$ cat src/rtl/div16by8_seq.sv
`default_nettype none
// ============================================================================
// Module      : div16by8_seq
// Description : Sequential signed 16/8 restoring divider with 8-bit results.
// Revision    : 1.0 - initial release
// ============================================================================
module div16by8_seq (
    input  logic        clk,
    input  logic        rst,
    input  logic        start,
    input  logic [15:0] in_a,
    input  logic [7:0]  in_b,
    output logic [7:0]  out_q,
    output logic [7:0]  out_r,
    output logic        busy,
    output logic        done,
    output logic        div_zero,
    output logic        ovf
);

    localparam logic [2:0] c_IDLE  = 3'd0;
    localparam logic [2:0] c_CHECK = 3'd1;
    localparam logic [2:0] c_ITER  = 3'd2;
    localparam logic [2:0] c_FIX   = 3'd3;
    localparam logic [2:0] c_DONE  = 3'd4;

    logic [2:0]  r_state;
    logic [2:0]  w_next_state;
    logic [15:0] r_a;
    logic [7:0]  r_b;
    logic [7:0]  r_abs_b;
    logic [7:0]  r_rem;
    logic [7:0]  r_lo;
    logic        r_neg_a;
    logic        r_neg_b;
    logic [2:0]  r_cnt;
    logic [7:0]  r_q;
    logic [7:0]  r_r;
    logic        r_div_zero;
    logic        r_ovf;

    logic        w_accept;
    logic [15:0] w_abs_a;
    logic [7:0]  w_abs_b;
    logic        w_err_zero;
    logic        w_err_ovf;
    logic [8:0]  w_trial;
    logic        w_fits;
    logic [7:0]  w_sub;
    logic        w_sign_diff;
    logic        w_q_ovf;
    logic [7:0]  w_q_fix;
    logic [7:0]  w_r_fix;

    assign busy     = (r_state == c_CHECK) || (r_state == c_ITER) || (r_state == c_FIX);
    assign done     = (r_state == c_DONE);
    assign out_q    = r_q;
    assign out_r    = r_r;
    assign div_zero = r_div_zero;
    assign ovf      = r_ovf;

    assign w_accept   = start && ((r_state == c_IDLE) || (r_state == c_DONE));
    assign w_abs_a    = r_a[15] ? (~r_a + 16'd1) : r_a;
    assign w_abs_b    = r_b[7]  ? (~r_b + 8'd1)  : r_b;
    assign w_err_zero = (r_b == 8'd0);
    // A high byte not below the divisor means the magnitude quotient needs more than 8 bits
    assign w_err_ovf  = (w_abs_a[15:8] >= w_abs_b);

    // Partial remainder always stays below |b| <= 0x80, so 8 bits hold it between steps
    assign w_trial = {r_rem, r_lo[7]};
    assign w_fits  = (w_trial >= {1'b0, r_abs_b});
    assign w_sub   = w_trial[7:0] - r_abs_b;

    assign w_sign_diff = r_neg_a ^ r_neg_b;
    assign w_q_ovf     = w_sign_diff ? (r_lo > 8'd128) : (r_lo > 8'd127);
    assign w_q_fix     = w_sign_diff ? (~r_lo + 8'd1) : r_lo;
    assign w_r_fix     = r_neg_a ? (~r_rem + 8'd1) : r_rem;

    always_ff @(posedge clk) begin
        if (rst) begin
            r_state <= c_IDLE;
        end else begin
            r_state <= w_next_state;
        end
    end

    always_comb begin
        w_next_state = r_state;
        case (r_state)
            c_IDLE:  if (start) w_next_state = c_CHECK;
            c_CHECK: w_next_state = (w_err_zero || w_err_ovf) ? c_DONE : c_ITER;
            c_ITER:  if (r_cnt == 3'd7) w_next_state = c_FIX;
            c_FIX:   w_next_state = c_DONE;
            c_DONE:  w_next_state = start ? c_CHECK : c_IDLE;
            default: w_next_state = c_IDLE;
        endcase
    end

    always_ff @(posedge clk) begin
        if (rst) begin
            r_a        <= 16'd0;
            r_b        <= 8'd0;
            r_abs_b    <= 8'd0;
            r_rem      <= 8'd0;
            r_lo       <= 8'd0;
            r_neg_a    <= 1'b0;
            r_neg_b    <= 1'b0;
            r_cnt      <= 3'd0;
            r_q        <= 8'd0;
            r_r        <= 8'd0;
            r_div_zero <= 1'b0;
            r_ovf      <= 1'b0;
        end else begin
            if (w_accept) begin
                r_a <= in_a;
                r_b <= in_b;
            end
            case (r_state)
                c_CHECK: begin
                    r_abs_b <= w_abs_b;
                    r_rem   <= w_abs_a[15:8];
                    r_lo    <= w_abs_a[7:0];
                    r_neg_a <= r_a[15];
                    r_neg_b <= r_b[7];
                    r_cnt   <= 3'd0;
                    if (w_err_zero || w_err_ovf) begin
                        r_q        <= 8'd0;
                        r_r        <= 8'd0;
                        r_div_zero <= w_err_zero;
                        r_ovf      <= !w_err_zero;
                    end
                end
                c_ITER: begin
                    r_rem <= w_fits ? w_sub : w_trial[7:0];
                    r_lo  <= {r_lo[6:0], w_fits};
                    r_cnt <= r_cnt + 3'd1;
                end
                c_FIX: begin
                    r_div_zero <= 1'b0;
                    r_ovf      <= w_q_ovf;
                    r_q        <= w_q_ovf ? 8'd0 : w_q_fix;
                    r_r        <= w_q_ovf ? 8'd0 : w_r_fix;
                end
                default: ;
            endcase
        end
    end

endmodule
`default_nettype wire

$ cat config.mk
export PLATFORM = sky130hd
export DESIGN_NAME = div16by8_seq
export DESIGN_NICKNAME = d
export VERILOG_FILES = /design/src/rtl/div16by8_seq.sv
export SDC_FILE = /design/constraint.sdc
export NUM_CORES = 1
export LEC_CHECK = 0
export CORE_ASPECT_RATIO = 1.1
export CORE_UTILIZATION = 51
export DETAILED_ROUTE_END_ITERATION = 12
export PLACE_DENSITY = 0.82
export SLEW_MARGIN = 20
export SYNTH_ARGS = -nofsm -noshare
export SYNTH_HDL_FRONTEND = slang
export SYNTH_SLANG_ARGS = --single-unit
$ cat constraint.sdc
create_clock -name clk -period 2.43 [get_ports clk]
set_input_delay 0.3645 -clock clk [delete_from_list [all_inputs] [get_ports clk]]
set_output_delay 0.3645 -clock clk [all_outputs]
set_load 0.03 [all_outputs]
==> metrics <==
run status=finished, violations left; failing checks=setup timing; H-tree Lvls=3; largest family of logic cells by synthesized area=compound AO/OA/AOI/OAI gates; maximum operating frequency=356 MHz; DR vias=3,777; worst hold path cell count=3; total gr overflow=0; initial DRC count=273; gr usage total=around a quarter; synthesized area=0.00405 mm²; cell family with the largest share of critical-path delay=simple AND/OR/NAND/NOR gates; Rows=33; Final setup viols=20; Clock Pin Slew Worst Setup and Hold Paths=~0.08 ns; CP Depth=11; Synth area leaders=dfxtp_1 (37%), nand2_1 (7.8%), ha_1 (6.8%); Max clock buf depth=2; Min-Delay Path Class=in -> reg; WL per Instance=around 15 µm; post-route ant nets=0; initial antenna violation count=0; Least-Margin Pin Slew=between 0.7 and 0.8 ns; Yosys top cell by area=dfxtp_1; slowest CP cell=nor4_4; async set or reset register ratio after synthesis=0%; R2R Path Start=r_a[3]$_SDFFE_PP0P_; Net Count, Synth=536; vias per inst=5.64; Ports=47; Core Region=between 0.007 and 0.008 mm²; Fin Setup TNS=-6.64 ns; Worst Hold End=r_lo[0]$_SDFFE_PP0P_; clock sink total=74; commonest cells in the synthesized netlist=nand2_1 (84), dfxtp_1 (74), a21oi_1 (45); fin worst setup slack=-0.376 ns; antenna cells=0; CP bufs+invs=2; Clock Skew=0.00993 ns; die area=0.00830 mm²; Final Max Tran Viols=0; pwr dens=694 mW/mm²; leak pwr=2.01 nW; Chip Height=95.5 µm; crit-path cells=nor4_4, nand3_2, buf_4, nor4b_4, ha_1, a21o_1, nor3_1, o21ai_2, a21oi_4, buf_12, a22o_1; crit end category=register; FF-to-FF End=out_r[4]$_SDFFE_PP0P_; syn avg cell area=8.34 µm²; Area growth, synth to finish=27.4%; Finished Layout Cells=670; Synth Area in Simple Gates=19.3%; CTS tree=done; peak supply drop=374 µV; Pre-antenna DRT Iters=5; clk_lat worst skew=0.36 ns; ratio of cells with drive above 1 in the final layout=15.0%; min-delay src=rst; Worst EP arrival=3.10 ns; unrepaired setup endpoints after global routing=yes; Crit Path Category=reg -> reg; Post-synth EDFFs=0; largest net degree at the start of global routing=56; CTS Buf Count=9; Max-cap violations=0; Hold Fails Final Rpt=0; crit path max fanout=16; initial core utilization=53.6%; fin crit share=115%; Yosys reg bits=between 70 and 80; post-synthesis adder-cell area fraction=7.29%; via count of the first global-routing pass=3,543; critical path's largest stage delay=0.41 ns; XOR/XNOR Fraction of Synth Area=7.32%; clock root buffer=clkbuf_8; synth warn=0; cell with the most instances after synthesis=nand2_1; first-pass GRT wire length=16.4 mm; HPWL after DPL=7.18 mm; Synth cell types=56; post-synth top area share=36.6%; I/O Buffers=between 40 and 50; Post-Route WL=10.0 mm; Worst R2R Path Depth=11; minimum clock period=2.81 ns; DP Cell Count=650; Die Width=87.0 µm; multiplexer share of the synthesized area=between 3 and 4%; Post-synth top flop=dfxtp_1; nature of the critical path startpoint=register; sequential element share of the synthesized area=between 30% and 40%; Synth Instances=486; compound-gate portion of the synthesized area=21.9%; worst path required time=around 2.7 ns; R2R Setup Slk=-0.38 ns; Final GP Congestion=0.891; DRC violations left=0; Final Net Count=between 600 and 700; slew margin rel.=52.1%
-- cells in the final DEF, fill, tap and decap left out, drive strengths merged, types with 8 or more instances in the layout --
cell type      synthesis  final
nand2                 84     84
dfxtp                 74     74
a21oi                 47     47
clkdlybuf4s50          0     45
buf                    8     44
nor2                  43     43
xnor2                 23     23
ha                    22     22
inv                   17     21
a22o                  14     14
o21ai                 14     14
a22oi                 12     12
mux2i                 10     10
xor2                  10     10
clkbuf                18      9
nor3                   8      8
-- worst reg2reg max path, cell delays in order, from the launching register on --
cell and delay [ns]:
dfxtp_2 0.34, nor4_4 0.41, nand3_2 0.18, buf_4 0.19, nor4b_4 0.29, ha_1 0.30
a21o_1 0.20, nor3_1 0.22, o21ai_2 0.15, a21oi_4 0.17, buf_12 0.15, a22o_1 0.14
-- per-stage QoR --
stage / cell area, µm² / hold WS, ns / util (%) / worst slack [ns] / power (mW)
final: 5160 / 0.426 / 68.3 / -0.376 / 3.58
after global routing: 5160 / 0.439 / 68.3 / -0.465 / 3.77
after CTS: 5120 / 0.409 / 67.7 / -0.232 / 3.54
after detailed placement: 4850 / 0.462 / 64.2 / -0.277 / 2.52
after global placement: 4850 / 0.458 / 64.2 / -0.157 / 2.47
after floorplan: 4080 / 0.441 / - / -0.104 / 2.19
-- layout make-up --
cell class	count	area, µm²
Inverter	18	67.6
Fill cell	612	2390
Clock buffer	9	124
Clock inverter	7	82.6
Sequential cell	74	1490
Tap cell	105	131
Multi-Input combinational cell	368	2480
Timing Repair Buffer	89	791
-- per-layer routing --
metal  vias to the layer above  global-route usage, %  part of all wire (%)
li1                       1862                      -                     -
met1                      1781                   31.3                    43
met2                       115                   43.4                    50
met3                        19                   5.19                   4.4
met4                         0                   10.7                   2.2
met5                         -                      0                     0
-- worst max-delay path by stage --
stage	start	endpoint	slack (ns)
final	r_a[3]$_SDFFE_PP0P_	out_r[4]$_SDFFE_PP0P_	-0.38
after global routing	r_a[3]$_SDFFE_PP0P_	out_r[2]$_SDFFE_PP0P_	-0.46
after CTS	r_a[3]$_SDFFE_PP0P_	out_r[2]$_SDFFE_PP0P_	-0.23
after detailed placement	r_a[5]$_SDFFE_PP0P_	out_r[2]$_SDFFE_PP0P_	-0.28
after global placement	r_a[5]$_SDFFE_PP0P_	out_q[4]$_SDFFE_PP0P_	-0.16
after floorplan	r_a[5]$_SDFFE_PP0P_	out_q[0]$_SDFFE_PP0P_	-0.10
-- cells by family after synthesis --
| group | count (synthesis) |
|---|---|
| XOR/XNOR | 33 |
| multiplexers | 12 |
| adder cells (fa/ha/maj) | 23 |
| AND/OR/NAND/NOR | 169 |
| flip-flops | 74 |
| AO/OA/AOI/OAI | 131 |
| buffers and inverters | 44 |
-- repair_timing --
| action | 4_1_cts | 5_1_grt |
|---|---|---|
| buffers inserted | 2 | 2 |
| endpoints found under the setup margin | 20 | 22 |
| pin swaps | 7 | 3 |
| hold buffers | 0 | 0 |
| resized for setup | 8 | 5 |
-- sequential cells by signal (all words and copies together) (netlist names) --
signal and cells:
r_state 3, div_zero 1, r_cnt 3, r_rem 8, r_lo 8, r_abs_b 8
ovf 1, r_b 8, out_r 8, out_q 8, r_a 16, r_neg_b 1
r_neg_a 1
-- power breakdown --
| part | switching [mW] | total (mW) | internal [mW] |
|---|---|---|---|
| Sequential | 0.0907 | 1.38 | 1.29 |
| Clock | 0.509 | 1.00 | 0.492 |
| Combinational | 0.653 | 1.20 | 0.549 |
| Total | 1.25 | 3.58 | 2.33 |
(Power assumes the default switching activity.)
